**src/rtl/barrel_shift_arb_pkg.sv**
```systemverilog
`default_nettype none
// ============================================================================
// Module      : barrel_shift_arb_pkg
// Description : Shared types for the barrel-shift arbiter. Holds the response
//               register state encoding and the packed request record
//               (data, amount, dir) sized by the package default width.
// Revision    : 1.0 - initial release
// ============================================================================
package barrel_shift_arb_pkg;

  localparam int C_SHIFT_REQ_N  = 8;
  localparam int C_SHIFT_REQ_AW = $clog2(C_SHIFT_REQ_N);

  typedef enum logic {ST_EMPTY, ST_FULL} arb_state_t;

  typedef struct packed {
    logic [C_SHIFT_REQ_N-1:0]  data;
    logic [C_SHIFT_REQ_AW-1:0] amount;
    logic                      dir;
  } shift_req_t;

endpackage
`default_nettype wire

```
**src/rtl/parameterized_barrel_shifter.sv**
```systemverilog
`default_nettype none
// ============================================================================
// Module      : parameterized_barrel_shifter
// Description : Combinational logarithmic rotator. dir=0 rotates right,
//               dir=1 rotates left, by amount (0..N-1) positions.
// Ports       : data   [N]          operand
//               amount [$clog2(N)]  rotate distance
//               dir    1            0 = right, 1 = left
//               result [N]          rotated operand
// Revision    : 1.0 - initial release
// ============================================================================
module parameterized_barrel_shifter #(
  parameter int N = 8
) (
  input  logic [N-1:0]         data,
  input  logic [$clog2(N)-1:0] amount,
  input  logic                 dir,
  output logic [N-1:0]         result
);

  localparam int C_LOG_N = $clog2(N);

  logic [N-1:0] w_stage [0:C_LOG_N];

  assign w_stage[0] = data;

  // Stage s rotates by 2**s when amount bit s is set.
  for (genvar s = 0; s < C_LOG_N; s++) begin : g_stage
    localparam int C_SH = 1 << s;
    logic [N-1:0] w_rot_r;
    logic [N-1:0] w_rot_l;
    assign w_rot_r = {w_stage[s][C_SH-1:0], w_stage[s][N-1:C_SH]};
    assign w_rot_l = {w_stage[s][N-C_SH-1:0], w_stage[s][N-1:N-C_SH]};
    assign w_stage[s+1] = amount[s] ? (dir ? w_rot_l : w_rot_r) : w_stage[s];
  end

  assign result = w_stage[C_LOG_N];

endmodule
`default_nettype wire

```
**src/rtl/barrel_shift_arbiter.sv**
```systemverilog
`default_nettype none
// ============================================================================
// Module      : barrel_shift_arbiter
// Description : Shares one barrel shifter between NUM_REQ requesters. A
//               round-robin arbiter picks one valid request per cycle when
//               the single-entry response register can take it; the result
//               is registered and tagged with the requester index.
// Ports       : clk, rst (sync, active high)
//               req_valid_i/req_ready_o [NUM_REQ]  request handshake
//               req_data_i [NUM_REQ][N], req_amount_i [NUM_REQ][$clog2(N)],
//               req_dir_i [NUM_REQ]                 request operands
//               rsp_valid_o/rsp_ready_i             response handshake
//               rsp_data_o [N], rsp_id_o [ID_W]     response payload
// Config      : BARREL_SHIFT_ARB_FIXED_PRIO_EN - lowest index always wins,
//               no round-robin pointer is built.
// Revision    : 1.0 - initial release
// ============================================================================
module barrel_shift_arbiter
  import barrel_shift_arb_pkg::*;
#(
  parameter  int N       = 8,
  parameter  int NUM_REQ = 2,
  localparam int ID_W    = $clog2(NUM_REQ),
  localparam int AMT_W   = $clog2(N)
) (
  input  logic                           clk,
  input  logic                           rst,
  input  logic [NUM_REQ-1:0]             req_valid_i,
  output logic [NUM_REQ-1:0]             req_ready_o,
  input  logic [NUM_REQ-1:0][N-1:0]      req_data_i,
  input  logic [NUM_REQ-1:0][AMT_W-1:0]  req_amount_i,
  input  logic [NUM_REQ-1:0]             req_dir_i,
  output logic                           rsp_valid_o,
  input  logic                           rsp_ready_i,
  output logic [N-1:0]                   rsp_data_o,
  output logic [ID_W-1:0]                rsp_id_o
);

  arb_state_t      r_state;
  arb_state_t      w_state_nxt;
  logic            w_can_accept;
  logic            w_found;
  logic            w_accept;
  logic [ID_W-1:0] w_winner;
  logic [N-1:0]    w_shift_res;
  logic [N-1:0]    r_rsp_data;
  logic [ID_W-1:0] r_rsp_id;

`ifdef BARREL_SHIFT_ARB_FIXED_PRIO_EN
  // Scan downward so the lowest asserted index is the last one written.
  always_comb begin
    w_found  = 1'b0;
    w_winner = '0;
    for (int i = NUM_REQ - 1; i >= 0; i--) begin
      if (req_valid_i[i]) begin
        w_found  = 1'b1;
        w_winner = ID_W'(i);
      end
    end
  end
`else
  localparam logic [ID_W-1:0] C_LAST_ID = ID_W'(NUM_REQ - 1);
  localparam logic [ID_W:0]   C_NUM_REQ = (ID_W + 1)'(NUM_REQ);

  logic [ID_W-1:0]       r_rr_ptr;
  logic [2*NUM_REQ-1:0]  w_valid_dbl;
  logic [NUM_REQ-1:0]    w_valid_rot;
  logic [ID_W-1:0]       w_offset;
  logic [ID_W:0]         w_sum;

  // Rotate the request vector so bit 0 is the requester at rr_ptr; the
  // first set bit then gives the distance from the pointer to the winner.
  assign w_valid_dbl = {req_valid_i, req_valid_i} >> r_rr_ptr;
  assign w_valid_rot = w_valid_dbl[NUM_REQ-1:0];

  always_comb begin
    w_found  = 1'b0;
    w_offset = '0;
    for (int k = NUM_REQ - 1; k >= 0; k--) begin
      if (w_valid_rot[k]) begin
        w_found  = 1'b1;
        w_offset = ID_W'(k);
      end
    end
  end

  // Pointer + offset modulo NUM_REQ (NUM_REQ need not be a power of two).
  assign w_sum    = {1'b0, r_rr_ptr} + {1'b0, w_offset};
  assign w_winner = (w_sum >= C_NUM_REQ) ? ID_W'(w_sum - C_NUM_REQ) : w_sum[ID_W-1:0];

  always_ff @(posedge clk) begin
    if (rst) begin
      r_rr_ptr <= '0;
    end else if (w_accept) begin
      r_rr_ptr <= (w_winner == C_LAST_ID) ? '0 : w_winner + 1'b1;
    end
  end
`endif

  assign w_can_accept = (r_state == ST_EMPTY) || rsp_ready_i;
  assign w_accept     = w_found && w_can_accept && !rst;

  always_comb begin
    req_ready_o = '0;
    if (w_accept) begin
      req_ready_o[w_winner] = 1'b1;
    end
  end

  parameterized_barrel_shifter #(.N(N)) u_shifter (
    .data   (req_data_i[w_winner]),
    .amount (req_amount_i[w_winner]),
    .dir    (req_dir_i[w_winner]),
    .result (w_shift_res)
  );

  always_ff @(posedge clk) begin
    if (rst) begin
      r_state <= ST_EMPTY;
    end else begin
      r_state <= w_state_nxt;
    end
  end

  // An accept always refills the register, even while it is being drained.
  always_comb begin
    w_state_nxt = r_state;
    case (r_state)
      ST_EMPTY: if (w_accept) w_state_nxt = ST_FULL;
      ST_FULL: begin
        if (w_accept) begin
          w_state_nxt = ST_FULL;
        end else if (rsp_ready_i) begin
          w_state_nxt = ST_EMPTY;
        end
      end
      default: w_state_nxt = ST_EMPTY;
    endcase
  end

  always_ff @(posedge clk) begin
    if (rst) begin
      r_rsp_data <= '0;
      r_rsp_id   <= '0;
    end else if (w_accept) begin
      r_rsp_data <= w_shift_res;
      r_rsp_id   <= w_winner;
    end
  end

  assign rsp_valid_o = (r_state == ST_FULL);
  assign rsp_data_o  = r_rsp_data;
  assign rsp_id_o    = r_rsp_id;

endmodule
`default_nettype wire

```
**config.mk**
```make
export PLATFORM = sky130hd
export DESIGN_NAME = barrel_shift_arbiter
export DESIGN_NICKNAME = d
export VERILOG_FILES = /design/src/rtl/barrel_shift_arb_pkg.sv /design/src/rtl/parameterized_barrel_shifter.sv /design/src/rtl/barrel_shift_arbiter.sv
export SDC_FILE = /design/constraint.sdc
export NUM_CORES = 1
export LEC_CHECK = 0
export BUFFER_PORTS_ARGS = -buffer_cell sky130_fd_sc_hd__buf_2
export CAP_MARGIN = 20
export CORE_ASPECT_RATIO = 1.75
export CORE_MARGIN = 4
export CORE_UTILIZATION = 40
export CTS_CLUSTER_SIZE = 40
export DETAILED_ROUTE_END_ITERATION = 10
export GPL_ROUTABILITY_DRIVEN = 0
export HOLD_SLACK_MARGIN = 0.12
export PLACE_DENSITY = 0.66
export SYNTH_ARGS = -nofsm -noshare
export SYNTH_HDL_FRONTEND = slang
export SYNTH_SLANG_ARGS = --single-unit
```
**constraint.sdc**
```tcl
create_clock -name clk -period 2.6 [get_ports clk]
set_input_delay 0.26 -clock clk [delete_from_list [all_inputs] [get_ports clk]]
set_output_delay 0.26 -clock clk [all_outputs]
set_load 0.03 [all_outputs]
```
==> report_table.html <==
<table>
<tr><th>Metric</th><th>Value</th></tr>
<tr><th colspan="2">Run status</th></tr>
<tr><td>Status</td><td>finished, final reports clean</td></tr>
<tr><th colspan="2">Logic synthesis</th></tr>
<tr><td>Share of synthesized cell area in full adder, half adder and majority cells</td><td>1.29%</td></tr>
<tr><td>Share of cell area taken by muxes after synthesis</td><td>approximately a quarter</td></tr>
<tr><td>Predominant post-synthesis flop cell</td><td>sky130_fd_sc_hd__dfxtp_1</td></tr>
<tr><td>Avg Synthesized Cell Area</td><td>8.44 µm²</td></tr>
<tr><td>XOR/XNOR share of the synthesized area</td><td>0%</td></tr>
<tr><td>Area fraction in compound gates after synthesis</td><td>30.5%</td></tr>
<tr><td>Flip-flop and latch count after synthesis</td><td>11</td></tr>
<tr><td>Share of synthesized registers carrying an async set or reset</td><td>0%</td></tr>
<tr><td>Cells after synthesis</td><td>approximately 130</td></tr>
<tr><td>Post-synthesis cell type count</td><td>37</td></tr>
<tr><td>Post-synthesis instance area</td><td>between 1000 and 1500 µm²</td></tr>
<tr><td>Synth warnings</td><td>0</td></tr>
<tr><td>EDFF count, synth</td><td>0</td></tr>
<tr><td>Sequential element share of the synthesized area</td><td>20.7%</td></tr>
<tr><td>Synthesized net count</td><td>155</td></tr>
<tr><td>Post-Synth Simple-Gate Area</td><td>17.1%</td></tr>
<tr><td>Dominant combinational cell family by area after synthesis</td><td>compound AO/OA/AOI/OAI gates</td></tr>
<tr><th colspan="2">Final layout</th></tr>
<tr><td>Number of nets in the final layout</td><td>roughly 190</td></tr>
<tr><td>Ratio of cells with drive above 1 in the final layout</td><td>around a third</td></tr>
<tr><td>Antenna diode count</td><td>0</td></tr>
<tr><td>Finished Layout Cells</td><td>190</td></tr>
<tr><td>Synth-to-layout area growth</td><td>23.1%</td></tr>
<tr><td>Final design area excluding fillers</td><td>about 1300 µm²</td></tr>
<tr><th colspan="2">Detailed routing</th></tr>
<tr><td>Number of DRC markers in iteration 0</td><td>41</td></tr>
<tr><td>Total via count in the routed design</td><td>1135</td></tr>
<tr><td>TritonRoute pass-1 iters</td><td>4</td></tr>
<tr><td>Average wire per cell in the routed design</td><td>14.8 µm</td></tr>
<tr><td>Post-route DRC</td><td>0</td></tr>
<tr><td>Total detailed-routing wirelength</td><td>roughly 2800 µm</td></tr>
<tr><td>Mean number of vias per cell</td><td>between 5 and 6</td></tr>
<tr><td>ANT nets after route</td><td>0</td></tr>
<tr><th colspan="2">CTS</th></tr>
<tr><td>Number of buffers inserted during clock tree synthesis</td><td>3</td></tr>
<tr><td>Clock edge transition at the registers on the reported setup and hold paths</td><td>~0.05 ns</td></tr>
<tr><td>Resized cells post-CTS</td><td>0</td></tr>
<tr><td>Total clock sinks</td><td>11</td></tr>
<tr><td># H-tree levels</td><td>1</td></tr>
<tr><td>Postcts setup bufs</td><td>0</td></tr>
<tr><td>CTS tree</td><td>done</td></tr>
<tr><td>Quantity of hold-fixing buffers added after cts</td><td>0</td></tr>
<tr><td>Clock root cell</td><td>sky130_fd_sc_hd__clkbuf_8</td></tr>
<tr><td>Number of buffers on the longest clock path</td><td>2</td></tr>
<tr><td>Insertion delay of the later-clocked pin in the worst-skew pair</td><td>around 0.24 ns</td></tr>
<tr><th colspan="2">Global routing</th></tr>
<tr><td>Maximum number of pins on one net before global-route repair</td><td>30</td></tr>
<tr><td>Initial antenna violation count</td><td>0</td></tr>
<tr><td>Number of global-route vias before repair</td><td>around 1100</td></tr>
<tr><td>Wire length of the first global-routing pass</td><td>4700 µm</td></tr>
<tr><td>Global route total overflow</td><td>0</td></tr>
<tr><td>Global-route usage over all layers</td><td>17.1%</td></tr>
<tr><th colspan="2">Critical path</th></tr>
<tr><td>Worst Path Class, Setup</td><td>reg2reg</td></tr>
<tr><td>CP endpoint kind</td><td>register</td></tr>
<tr><td>Arrival @ worst endpoint</td><td>2.40 ns</td></tr>
<tr><td>Required arrival time at the worst endpoint</td><td>2.74 ns</td></tr>
<tr><td>Critical Path Fanout Max</td><td>16</td></tr>
<tr><td>Critical Path, Cell by Cell</td><td>maj3_4 &gt; mux2i_2 &gt; nor2_1 &gt; a32o_1 &gt; a21o_1 &gt; a221oi_1</td></tr>
<tr><td>Nature of the critical path startpoint</td><td>register</td></tr>
<tr><td>Critical path's largest stage delay</td><td>roughly 0.50 ns</td></tr>
<tr><td>Worst-path cell with the longest stage delay</td><td>sky130_fd_sc_hd__mux2i_2</td></tr>
<tr><th colspan="2">STA</th></tr>
<tr><td>Headroom to the max-slew limit</td><td>62.1%</td></tr>
<tr><td>Final Max Slew Viols</td><td>0</td></tr>
<tr><td>Unrepaired setup endpoints after global routing</td><td>no</td></tr>
<tr><td>Time the worst path needs with I/O delays and setup</td><td>between 2 and 2.5 ns</td></tr>
<tr><td>PnR worst setup slack</td><td>0.340 ns</td></tr>
<tr><td>Maximum achievable frequency</td><td>442 MHz</td></tr>
<tr><td>Number of hold violations in the final report</td><td>0</td></tr>
<tr><td>Worst Clk Skew</td><td>0.00207 ns</td></tr>
<tr><td>Total negative setup slack</td><td>0 ns</td></tr>
<tr><td>Period utilisation layout</td><td>86.9%</td></tr>
<tr><td>Transition time of the tightest slew-check pin</td><td>0.553 ns</td></tr>
<tr><td>Total of endpoints with negative setup slack in the final report</td><td>0</td></tr>
<tr><th colspan="2">Placement</th></tr>
<tr><td>Post-detailed-placement cell area</td><td>between 1000 and 1500 µm²</td></tr>
<tr><td>Place WS</td><td>0.278 ns</td></tr>
<tr><td>Buffers added on ports</td><td>40</td></tr>
<tr><td>Number of instances in the placed design</td><td>186</td></tr>
<tr><td>HPWL after detailed placement</td><td>around 2300 µm</td></tr>
<tr><th colspan="2">Hold path</th></tr>
<tr><td>Worst hold path type</td><td>in2reg</td></tr>
<tr><th colspan="2">Power</th></tr>
<tr><td>Max rail drop VDD</td><td>392 µV</td></tr>
<tr><td>Power after layout</td><td>0.675 mW</td></tr>
<tr><td>Lkg Pwr</td><td>0.605 nW</td></tr>
<tr><td>Power Dens Cells</td><td>516 nW/µm²</td></tr>
<tr><th colspan="2">Die</th></tr>
<tr><td>Area of the placeable core</td><td>between 2000 and 3000 µm²</td></tr>
<tr><td>Die extent in y</td><td>76.2 µm</td></tr>
<tr><td>Width of the chip</td><td>47.0 µm</td></tr>
<tr><td>Starting Density</td><td>42.2%</td></tr>
<tr><td>Count of pins on the block boundary</td><td>41</td></tr>
<tr><td>Die footprint</td><td>3580 µm²</td></tr>
<tr><td>Row count</td><td>24</td></tr>
<tr><th colspan="2">Run</th></tr>
<tr><td>Max-cap violations</td><td>0</td></tr>
</table>
[worst max-delay path, delay by kind of cell (launching register included)]
kind	cells	cell delay, ns
AOI/OAI and AO/OA	3	0.69
adders and majority gates	1	0.47
DFF	1	0.33
muxes	1	0.50
and+or+nand+nor	1	0.17
[logic make-up (layout without fill, tap and decap cells)]
kind of cell | Yosys count | count (layout)
multiplexers | 23 | 23
buffers and inverters | 9 | 47
AND/OR/NAND/NOR | 39 | 39
adder cells (fa/ha/maj) | 1 | 1
flip-flops | 11 | 11
AO/OA/AOI/OAI | 43 | 43
[where the power goes]
| part | total, mW | internal, mW | switching, mW |
|---|---|---|---|
| Sequential | 0.195 | 0.186 | 0.00881 |
| Clock | 0.169 | 0.107 | 0.0615 |
| Combinational | 0.311 | 0.130 | 0.182 |
| Total | 0.675 | 0.423 | 0.252 |
[synth_stat cells (3+ instances only)]
library cell | n | share of area, %
sky130_fd_sc_hd__o21ai_1 | 6 | 2.8
sky130_fd_sc_hd__nor2_1 | 14 | 4.9
sky130_fd_sc_hd__nand2_1 | 9 | 3.2
sky130_fd_sc_hd__nor2b_1 | 5 | 2.9
sky130_fd_sc_hd__a31oi_1 | 3 | 1.8
sky130_fd_sc_hd__nand2b_1 | 3 | 1.8
sky130_fd_sc_hd__mux2_2 | 4 | 4.2
sky130_fd_sc_hd__mux2i_1 | 16 | 15
sky130_fd_sc_hd__dfxtp_1 | 11 | 21
sky130_fd_sc_hd__a221oi_1 | 8 | 6.6
sky130_fd_sc_hd__nor3_1 | 4 | 1.9
sky130_fd_sc_hd__o32a_1 | 3 | 2.8
sky130_fd_sc_hd__o21bai_1 | 8 | 5.6
[area by class of cell]
cell class,count,area [µm²]
fillers,260,1210
multi-input cells,106,779
repair buffers,42,228
flip-flops and latches,11,220
clock buffers,4,45.0
well taps,26,32.5
inverters,1,3.75
[cell usage in the layout (no fill, tap or decap)]
cell	count
sky130_fd_sc_hd__a211oi_1	1
sky130_fd_sc_hd__a21o_1	2
sky130_fd_sc_hd__a21oi_1	1
sky130_fd_sc_hd__a221o_1	1
sky130_fd_sc_hd__a221oi_1	8
sky130_fd_sc_hd__a31oi_1	3
sky130_fd_sc_hd__a32o_1	1
sky130_fd_sc_hd__a32oi_1	2
sky130_fd_sc_hd__and2_1	2
sky130_fd_sc_hd__buf_12	1
sky130_fd_sc_hd__buf_2	40
sky130_fd_sc_hd__buf_4	1
sky130_fd_sc_hd__clkbuf_1	1
sky130_fd_sc_hd__clkbuf_8	3
sky130_fd_sc_hd__dfxtp_1	11
sky130_fd_sc_hd__inv_2	1
sky130_fd_sc_hd__maj3_4	1
sky130_fd_sc_hd__mux2_2	4
sky130_fd_sc_hd__mux2_4	1
sky130_fd_sc_hd__mux2i_1	15
sky130_fd_sc_hd__mux2i_2	2
sky130_fd_sc_hd__mux2i_4	1
sky130_fd_sc_hd__nand2_1	9
sky130_fd_sc_hd__nand2b_1	3
sky130_fd_sc_hd__nor2_1	14
sky130_fd_sc_hd__nor2b_1	5
sky130_fd_sc_hd__nor3_1	4
sky130_fd_sc_hd__o211ai_1	2
sky130_fd_sc_hd__o21ai_0	2
sky130_fd_sc_hd__o21ai_1	6
sky130_fd_sc_hd__o21bai_1	8
sky130_fd_sc_hd__o31a_1	1
sky130_fd_sc_hd__o31ai_1	1
sky130_fd_sc_hd__o32a_1	3
sky130_fd_sc_hd__o32ai_1	1
sky130_fd_sc_hd__or2_1	1
sky130_fd_sc_hd__or3_1	1
[registers in the layout, summed over array words and instances, names as in the netlist]
register / cells
r_rr_ptr: 1
rsp_data_o: 8
rsp_id_o: 1
rsp_valid_o: 1
[worst paths after layout]
path | depth (start not counted) | to | start | slack, ns
setup / recovery | 6 | rsp_data_o[6] | r_rr_ptr | 0.34
setup reg to reg | 6 | rsp_data_o[6] | r_rr_ptr | 0.34
hold reg to reg | 2 | rsp_id_o | rsp_id_o | 0.50
hold / removal | 3 | rsp_valid_o | req_valid_i[0] | 0.27
[per-stage QoR]
step / util, % / hold slack, ns
final: 51.9 / 0.273
after global routing: 51.9 / 0.324
after CTS: 51.9 / 0.273
after detailed placement: 50.1 / 0.494
after global placement: 50.1 / 0.481
after floorplan: - / 0.385
[per-layer routing]
metal / up-vias / global-route usage [%] / share of wire, %
met4: 0 / 8.03 / 2.0
met3: 8 / 1.18 / 7.6
li1: 559 / - / -
met2: 59 / 29.0 / 53
met1: 509 / 20.2 / 37
met5: - / 0 / 0
(Power assumes the default switching activity.)
